==> src/rtl/muxn_pkg.sv <==
// Shared constants for the registered N:1 word multiplexer.
package muxn_pkg;

    localparam logic MUXN_MODE_FIXED = 1'b0;
    localparam logic MUXN_MODE_RR    = 1'b1;

endpackage

==> src/rtl/rr_pick.sv <==
// Rotating-priority picker: first asserted request at or after ptr, wrapping mod N_IN.
module rr_pick #(
    parameter int N_IN  = 16,
    parameter int SEL_W = $clog2(N_IN)
) (
    input  logic [N_IN-1:0]  req,
    input  logic [SEL_W-1:0] ptr,
    output logic             gnt_valid,
    output logic [SEL_W-1:0] gnt_idx
);

    int j;

    // Scan from farthest to nearest so the nearest hit is the last assignment and wins.
    always_comb begin
        // NOTE: every output gets a default before the loop so no path leaves it unassigned (no latch).
        gnt_valid = 1'b0;
        gnt_idx   = '0;
        j         = 0;
        for (int k = N_IN - 1; k >= 0; k--) begin
            j = int'(ptr) + k;
            if (j >= N_IN) j = j - N_IN;
            if (req[j]) begin
                gnt_valid = 1'b1;
                gnt_idx   = SEL_W'(j);
            end
        end
    end

endmodule

==> src/rtl/muxn_1_reg.sv <==
// Registered N:1 valid/ready word mux with fixed-select or round-robin arbitration.
// Optional: define MUXN_OUT_CHAN_EN to add the registered out_chan port.
module muxn_1_reg
    import muxn_pkg::*;
#(
    parameter int N_IN  = 16,
    parameter int WIDTH = 16,
    parameter int SEL_W = $clog2(N_IN)
) (
    input  logic                  clk,
    input  logic                  rst,
    input  logic [N_IN*WIDTH-1:0] in_data,
    input  logic [N_IN-1:0]       in_valid,
    output logic [N_IN-1:0]       in_ready,
    input  logic                  mode,
    input  logic [SEL_W-1:0]      sel,
    output logic [WIDTH-1:0]      out_data,
    output logic                  out_valid,
    input  logic                  out_ready
`ifdef MUXN_OUT_CHAN_EN
    ,
    output logic [SEL_W-1:0]      out_chan
`endif
);

    logic [WIDTH-1:0] chan_data [N_IN];
    logic [SEL_W-1:0] rr_ptr;
    logic             rr_valid;
    logic [SEL_W-1:0] rr_idx;
    logic             fixed_valid;
    logic             grant_valid;
    logic [SEL_W-1:0] grant_idx;
    logic             can_load;
    logic             transfer;

    for (genvar i = 0; i < N_IN; i++) begin : g_chan
        assign chan_data[i] = in_data[i*WIDTH +: WIDTH];
    end

    rr_pick #(.N_IN(N_IN), .SEL_W(SEL_W)) u_rr_pick (
        .req       (in_valid),
        .ptr       (rr_ptr),
        .gnt_valid (rr_valid),
        .gnt_idx   (rr_idx)
    );

    // Out-of-range select never grants, even when N_IN is not a power of two.
    assign fixed_valid = (int'(sel) < N_IN) && in_valid[sel];
    assign grant_valid = (mode == MUXN_MODE_RR) ? rr_valid : fixed_valid;
    assign grant_idx   = (mode == MUXN_MODE_RR) ? rr_idx : sel;
    assign can_load    = !out_valid || out_ready;
    assign transfer    = !rst && grant_valid && can_load;

    always_comb begin
        in_ready = '0;
        if (transfer) in_ready[grant_idx] = 1'b1;
    end

    always_ff @(posedge clk) begin
        // NOTE: non-blocking assignments so every register samples pre-edge values.
        if (rst) begin
            out_valid <= 1'b0;
            out_data  <= '0;
            rr_ptr    <= '0;
        end else begin
            if (transfer) begin
                out_data  <= chan_data[grant_idx];
                out_valid <= 1'b1;
            end else if (out_ready) begin
                out_valid <= 1'b0;
            end
            if (transfer && mode == MUXN_MODE_RR)
                rr_ptr <= (int'(grant_idx) == N_IN - 1) ? '0 : grant_idx + SEL_W'(1);
        end
    end

`ifdef MUXN_OUT_CHAN_EN
    always_ff @(posedge clk) begin
        if (rst)           out_chan <= '0;
        else if (transfer) out_chan <= grant_idx;
    end
`endif

endmodule

==> config.mk <==
export PLATFORM = sky130hd
export DESIGN_NAME = muxn_1_reg
export DESIGN_NICKNAME = d
export VERILOG_FILES = /design/src/rtl/muxn_pkg.sv /design/src/rtl/rr_pick.sv /design/src/rtl/muxn_1_reg.sv
export SDC_FILE = /design/constraint.sdc
export NUM_CORES = 1
export LEC_CHECK = 0
export ABC_CLOCK_PERIOD_IN_PS = 14500
export BUFFER_PORTS_ARGS = -buffer_cell sky130_fd_sc_hd__buf_2
export CAP_MARGIN = 10
export CORE_AREA = 2 2 122 124
export CTS_BUF_LIST = sky130_fd_sc_hd__clkbuf_16
export DETAILED_ROUTE_END_ITERATION = 8
export DIE_AREA = 0 0 124 126
export GPL_ROUTABILITY_DRIVEN = 1
export PLACE_DENSITY = 0.79
export SYNTH_ARGS = -nofsm -noshare
export SYNTH_HDL_FRONTEND = slang
export SYNTH_HIERARCHICAL = 1
export SYNTH_SLANG_ARGS = --single-unit
==> constraint.sdc <==
create_clock -name clk -period 14.5 [get_ports clk]
set_clock_uncertainty 0.1 [all_clocks]
set_input_delay 1.45 -clock clk [delete_from_list [all_inputs] [get_ports clk]]
set_output_delay 1.45 -clock clk [all_outputs]
set_load 0.005 [all_outputs]
==> results of run 1 <==
-- path summary, 6_finish.rpt --
path | startpoint | cells after the start | endpoint
setup reg to reg | rr_ptr[1] | 16 | out_data[8]
hold / removal | out_data[13] | 2 | out_data[13]
hold reg to reg | out_data[13] | 2 | out_data[13]
setup / recovery | rr_ptr[1] | 16 | in_ready[11]
-- where the power goes --
group,internal [W],switching (W)
clock network,0.0000373,0.0000277
registers,0.0000645,0.00000345
logic,0.000243,0.000351
total,0.000345,0.000382
-- final cells by class --
class,count,area share
well taps,184,0.0284
diodes,6,0.00186
repair buffers,326,0.206
inverters,13,0.00649
flip-flops and latches,21,0.0519
clock inverters,1,0.000618
multi-input cells,691,0.695
clock buffers,3,0.00928
-- registers in the layout (all words and copies together), names as in the netlist --
name,count
rr_ptr,4
out_valid,1
out_data,16
-- cell families after synthesis --
group	after synthesis	synth area share
and+or+nand+nor	290	0.215
AOI/OAI and AO/OA	265	0.295
muxes	113	0.311
buffers and inverters	88	0.0708
DFF	21	0.0650
xor gates and xnor gates	12	0.0215
adders and majority gates	11	0.0213
-- per-layer routing --
metal | share of wire | track usage | vias up | wire length [um]
met5 | 0.00081 | 0 | - | 24
met4 | 0.048 | 0.146 | 4 | 1450
met3 | 0.12 | 0.0874 | 106 | 3490
met2 | 0.45 | 0.571 | 640 | 13500
met1 | 0.38 | 0.495 | 3850 | 11400
li1 | - | - | 3618 | -
-- stage by stage --
step	util	cells	hold slack [ps]	power, W
after floorplan	-	800	362	0.000483
after global placement	0.559	1235	401	0.000644
after detailed placement	0.559	1235	404	0.000645
after CTS	0.564	1239	414	0.000713
after global routing	0.565	1244	435	0.000768
final	0.565	1245	411	0.000727
-- worst min-delay path, cell delays in order (launching register included) --
cell,delay [ps]
dfxtp_1,310
o21bai_1,130
a31oi_1,40
-- layout by cell type (no fill, tap or decap), drive strengths merged, types with 20 or more instances in the layout --
cell      n
a22oi    52
a31oi    23
and3     20
buf     326
dfxtp    21
mux2     20
mux2i    32
mux4     61
nand2    45
nand2b   71
nor2    121
o21ai    54
o221ai   33
==> flow_metrics.tcl, run 1 <==
set metrics [dict create \
    regArea_um2 420 \
    drive_gt1_frac 0.408 \
    critPathMaxStageDelay_ps 710 \
    crit_type "reg2out" \
    synth_cell_type_count 75 \
    netlist_area_mm2 0.00646 \
    rsz0062_at_grt "false" \
    fin_setup_tns_ps 0 \
    wl_mm 29.8 \
    synth-edff-count 0 \
    start_util 0.452 \
    globalplace.congestion 1.02 \
    crit_slowest_cell "ha_1" \
    cts_resized 0 \
    worstPathRequired_ps 12950 \
    synthCells 800 \
    async_flop_share 0 \
    end_kind "output pin" \
    first_global_vias 7447 \
    hp-class "reg2reg" \
    vias 8218 \
    syn_area_per_cell_um2 8.08 \
    drc 0 \
    max-clock-path-buffers 2 \
    slew_viol_final 0 \
    fmax_mhz 133 \
    reg2reg_slack_ps 7850 \
    relSlewSlack 0.260 \
    ys_ff_latch 21 \
    cts_sinks 21 \
    crit_family "buffers and inverters" \
    timing.final.ws_setup_ps 6970 \
    core_mm2 0.0143 \
    cp_max_fo 65 \
    period_minus_slack_ps 7530 \
    synth_flop_cell "dfxtp_1" \
    yosys.area.top_type "mux4_2" \
    crit_buf_inv 5 \
    cts_htree_levels 1 \
    numPortBuffers 312 \
    worst_pin_slew_ps 1110 \
    cts_tree "built" \
    multi_input_area_mm2 0.00563 \
    hpwl_mm 23.2 \
    synth_top_area_frac 0.185 \
    cts_buffers 3 \
    peakVddDrop_uv 45.0 \
    yosys-top-cells-count "nor2_1 (120), nand2b_1 (71), mux4_2 (53)" \
    p_leak_nw 3.48 \
    post_cts_buffers 0 \
    power_density_mw_per_mm2 89.8 \
    clkTransAtPathRegs_ps 70 \
    antenna_left 0 \
    ios 313 \
    die-area_mm2 0.0156 \
    arrival_ps 5980 \
    status "finished, final reports clean" \
    row_count 44 \
    yosysMostFrequentCell "nor2_1" \
    num-fill-cells 1355 \
    clock_latency_ps 260 \
    worstPathCellList "buf_4, inv_1, ha_1, mux4_1, mux2i_1, mux2i_1, a211oi_1, o31ai_1, o211ai_1, a31oi_4, buf_4, mux2i_4, inv_4, ha_1, and3_1, buf_2" \
    dr.pass1.iters 6 \
    fin_crit_sh 0.519 \
    stdcell_area_mm2 0.00809 \
    grtUsageTotal 0.369 \
    grt_first_pass_wirelength_mm 43.8 \
    hold_buffers 0 \
    die_y_um 126 \
    start_kind "register" \
    synth-seq-area-share 0.0650 \
    vias_per_cell 6.60 \
    post_dp_cell_area_mm2 0.00800 \
    antenna_found_initial 10 \
    synthTopCellsByArea "mux4_2 (18%), nor2_1 (7.0%), nand2b_1 (6.9%)" \
    syn_to_final_growth_pct 25.2 \
    overflow 0 \
    yosys_warnings 6 \
    cts_root_buf "clkbuf_16" \
    cap_violations 0 \
    post-place-ws_ps 7280 \
    nNetsFinal 1347 \
    die_x_um 124 \
    grt_max_degree 71 \
    hold_viol_final 0 \
    setup_viol 0 \
    synth_nets 1091 \
    drt_iter0_markers 1021 \
    wire_per_inst_um 23.9 \
]
No activity file was read; power rests on OpenSTA's default activity.
==> run 2: changes to the inputs <==
ABC_CLOCK_PERIOD_IN_PS = 7800   (was 14500)
clock period = 7.8 ns   (was 14.5 ns; I/O delays follow)
==> run 2 against run 1 <==
Compared with the run above: via count barely moved; clock-buffer cell count unchanged; sequential share of layout area about the same; non-clock buffer count rose by 2; setup slack lost 5500 ps.
==> flow_metrics.tcl, run 2 (synthesis results as in run 1) <==
set metrics [dict create \
    wire_per_inst_um 24.3 \
    hold_end "out_data[2]" \
    antenna_found_initial 6 \
    drt_iter0_markers 957 \
    post-place-ws_ps 1910 \
    stdcell_count 1245 \
    timing.final.ws_setup_ps 1510 \
    placed_cells 1237 \
    start_kind "register" \
    vias_per_cell 6.61 \
    r2r_end "out_data[6]" \
    cts_sinks 21 \
    vias 8224 \
    r2r-start "rr_ptr[1]" \
    final_common_cell "buf_2" \
    cts_tree "built" \
    hpwl_mm 23.8 \
    die_x_um 124 \
    first_global_vias 7409 \
    relSlewSlack 0.193 \
    die-area_mm2 0.0156 \
    die_y_um 126 \
    slew_viol_final 0 \
    r2r_cells 15 \
    p_leak_nw 3.49 \
    stdcell_area_mm2 0.00810 \
    cts_resized 0 \
    reg_top3 "out_data (16), rr_ptr (4), out_valid (1)" \
    status "finished, final reports clean" \
    wl_mm 30.2 \
    globalplace.congestion 1.11 \
    drive_gt1_frac 0.408 \
    fin_crit_sh 0.807 \
    hp-class "reg2reg" \
    fin_setup_tns_ps 0 \
    ios 313 \
    cts_htree_levels 1 \
    max-clock-path-buffers 2 \
    reg2reg_slack_ps 1920 \
    power_density_mw_per_mm2 165 \
    antenna_left 0 \
    grt_max_degree 71 \
    nNetsFinal 1349 \
    hold_path_startpoint "out_data[2]" \
    clock_latency_ps 250 \
    cp_max_fo 48 \
    arrival_ps 5410 \
    clkTransAtPathRegs_ps 60 \
    overflow 0 \
    grt_first_pass_wirelength_mm 43.7 \
    grtUsageTotal 0.372 \
    post_dp_cell_area_mm2 0.00801 \
    final_cell_mix "buf_2 (312), nor2_1 (119), nand2b_1 (71)" \
    crit_type "reg2out" \
    hold_buffers 0 \
    worst_pin_slew_ps 1210 \
    row_count 44 \
    start_util 0.452 \
    worstPathRequired_ps 6920 \
    post_cts_buffers 0 \
    largest_reg_flops 16 \
    setup_viol 0 \
    cap_violations 0 \
    numPortBuffers 312 \
    hold_viol_final 0 \
    finalPower_w 0.00134 \
    drc 0 \
    fmax_mhz 159 \
    peakVddDrop_uv 101 \
    cts_buffers 3 \
    core_mm2 0.0143 \
    cts_root_buf "clkbuf_16" \
    period_minus_slack_ps 6290 \
    syn_to_final_growth_pct 25.3 \
    end_kind "output pin" \
    hold_path_depth 2 \
    rsz0062_at_grt "false" \
    top_register "out_data" \
    dr.pass1.iters 6 \
]
-- run 2: cell types whose count changed in the layout (fill, tap and decap cells not counted) --
cell | previous run | this run
buf_4 | 14 | 16
diode_2 | 6 | 4
inv_1 | 10 | 11
clkinv_2 | 2 | 1
-- run 2: how the worst max path moves through the flow --
stage,slack [ps],cells after the start,from,endpoint
2_1_floorplan,2510,19,rr_ptr[0],in_ready[11]
3_3_place_gp,2050,14,rr_ptr[1],in_ready[6]
3_5_place_dp,1910,14,rr_ptr[1],in_ready[6]
4_1_cts,1630,14,rr_ptr[1],in_ready[6]
5_1_grt,1210,14,rr_ptr[1],in_ready[6]
6_report,1510,12,rr_ptr[1],in_ready[6]
-- run 2: through the flow --
step,utilization,hold WS [ps]
floorplan,-,362
global placement,0.560,399
detailed placement,0.560,403
CTS,0.565,411
global route,0.566,432
finish,0.566,410
-- run 2: critical path: stages, from the launching register on --
cell	delay, ps
dfxtp_1	860
inv_1	390
ha_1	690
mux4_2	340
mux2i_1	140
mux2i_1	590
a21oi_1	230
nand4_1	160
nor2b_1	70
or3_1	350
a31oi_4	860
and3_1	320
buf_2	130
-- run 2: per-layer routing --
metal,up-vias,part of all wire,track usage,wire length (um)
li1,3626,-,-,-
met1,3907,0.38,0.498,11500
met2,601,0.47,0.594,14100
met3,88,0.11,0.0666,3200
met4,2,0.047,0.141,1430
met5,-,0.00043,0,13
-- run 2: cell type report --
type / instances / area [um2]
Multi-Input combinational cell: 691 / 5630
Tap cell: 184 / 230
Antenna cell: 4 / 10.0
Clock buffer: 3 / 75.1
Timing Repair Buffer: 328 / 1680
Clock inverter: 1 / 3.75
Inverter: 13 / 52.6
Sequential cell: 21 / 420
Fill cell: 1402 / 6210
-- run 2: report_power, final --
part / leakage (nW) / switching, W / internal [W] / total, W
Clock: 0.0423 / 0.0000410 / 0.0000684 / 0.000109
Sequential: 0.173 / 0.0000105 / 0.000120 / 0.000131
Combinational: 3.28 / 0.000645 / 0.000454 / 0.00110
==> run 3: changes to the inputs <==
ABC_CLOCK_PERIOD_IN_PS = 6550   (was 7800)
clock period = 6.55 ns   (was 7.8 ns; I/O delays follow)
==> run 3 against run 2 <==
Compared with the run above: total power up 19%; combinational power up 19%; sequential share of layout area about the same; via count down 0.69%; cell area up 0.43%; utilization up 0.24 points.
==> flow_metrics.tcl, run 3 (synthesis results as in run 1) <==
set metrics [dict create \
    status "finished, final reports clean" \
    die_y_um 126 \
    row_count 44 \
    relSlewSlack 0.190 \
    drt_iter0_markers 992 \
    arrival_ps 4830 \
    fmax_mhz 179 \
    drive_gt1_frac 0.410 \
    start_util 0.452 \
    top_register "out_data" \
    vias_per_cell 6.53 \
    clock_latency_ps 250 \
    slew_viol_final 0 \
    final_common_cell "buf_2" \
    fin_crit_sh 0.853 \
    worstPathCellList "buf_4, mux4_2, mux2_2, mux2i_1, o21ai_0, o211ai_1, o21ai_1, o31ai_1, nand2_1, o21ai_0, and3_1, buf_4, and3_1, buf_2" \
    post_cts_buffers 0 \
    cp_max_fo 21 \
    top_usage_layer "met2" \
    globalplace.congestion 1.02 \
    ios 313 \
    cts_resized 0 \
    final_cell_mix "buf_2 (312), nor2_1 (119), nand2b_1 (71)" \
    rsz0062_at_grt "false" \
    cts_sinks 21 \
    post_dp_cell_area_mm2 0.00804 \
    hp-class "reg2reg" \
    worst_pin_slew_ps 1210 \
    clkTransAtPathRegs_ps 60 \
    start_kind "register" \
    die-area_mm2 0.0156 \
    drc 0 \
    cap_violations 0 \
    met2_usage 0.569 \
    grt_first_pass_wirelength_mm 44.1 \
    peakVddDrop_uv 103 \
    largest_reg_flops 16 \
    wire_per_inst_um 24.2 \
    power_density_mw_per_mm2 196 \
    crit_type "reg2out" \
    hold_buffers 0 \
    die_x_um 124 \
    end_kind "output pin" \
    worstPathRequired_ps 5790 \
    first_global_vias 7678 \
    fin_setup_tns_ps 0 \
    crit_slowest_cell "o31ai_1" \
    overflow 0 \
    dr.pass1.iters 5 \
    crit_family "multiplexers" \
    numPortBuffers 312 \
    grtUsageTotal 0.374 \
    gr-usage-met1 0.464 \
    p_leak_nw 3.51 \
    critPathMaxStageDelay_ps 600 \
    grt_max_degree 71 \
    setup_viol 0 \
    max-clock-path-buffers 2 \
    wl_mm 30.3 \
    reg_top3 "out_data (16), rr_ptr (4), out_valid (1)" \
    stdcell_area_mm2 0.00814 \
    hold_viol_final 0 \
    cts_buffers 3 \
    antenna_found_initial 10 \
    vias 8167 \
    antenna_left 0 \
    period_minus_slack_ps 5590 \
    cts_htree_levels 1 \
    core_mm2 0.0143 \
    cts_root_buf "clkbuf_16" \
    nNetsFinal 1353 \
    hpwl_mm 23.7 \
    cts_tree "built" \
    met3_usage 0.126 \
    crit_buf_inv 3 \
    syn_to_final_growth_pct 25.9 \
]
==> run 3: cell count changes in the layout (fill, tap and decap cells not counted), sizes merged <==
cell and change:
buf +4, diode +2
==> run 3: path summary, 6_finish.rpt <==
path                                  start     endpoint  slack, ps  cells past startpoint
worst min-delay path            out_data[3]  out_data[3]        410                      2
worst max register to register    rr_ptr[1]  out_data[4]       1280                     16
worst max-delay path              rr_ptr[1]  in_ready[6]        960                     14
worst min register to register  out_data[3]  out_data[3]        410                      2
==> run 3: per-stage QoR <==
| step | power, W | worst slack (ps) | hold slack, ps | std cells | util |
|---|---|---|---|---|---|
| after CTS | 0.00157 | 1070 | 413 | 1245 | 0.567 |
| after global placement | 0.00143 | 1360 | 400 | 1241 | 0.562 |
| after floorplan | 0.00107 | 1390 | 362 | 800 | - |
| after global routing | 0.00170 | 690 | 432 | 1250 | 0.568 |
| final | 0.00160 | 964 | 413 | 1251 | 0.568 |
| after detailed placement | 0.00143 | 1360 | 403 | 1241 | 0.562 |
==> run 3: final cells by class <==
class,count,area (um2)
Sequential cell,21,420
Clock buffer,3,75.1
Tap cell,184,230
Fill cell,1369,6180
Clock inverter,1,3.75
Antenna cell,6,15.0
Timing Repair Buffer,332,1710
Multi-Input combinational cell,691,5630
Inverter,13,52.6
==> run 3: routing by layer <==
metal / vias up / part of all wire
li1: 3629 / -
met1: 3833 / 0.37
met2: 585 / 0.45
met3: 114 / 0.12
met4: 6 / 0.064
met5: - / 0.0010
==> run 3: power by group <==
part / internal (W) / switching [W]
combinational: 0.000544 / 0.000764
sequential: 0.000143 / 0.0000141
clock: 0.0000816 / 0.0000520
total: 0.000768 / 0.000830
==> run 3: worst register-to-register path, cell delays in order (launching register included) <==
cell and delay, ps:
dfxtp_1 590, inv_1 110, buf_4 190, ha_1 190
a21boi_0 370, xor2_1 390, mux4_2 680, nor2_1 180
o311ai_1 130, a21o_1 210, a31oi_4 200, buf_4 570
nand2b_1 170, a22oi_1 240, o221ai_1 150, a32oi_1 490
a31oi_1 160
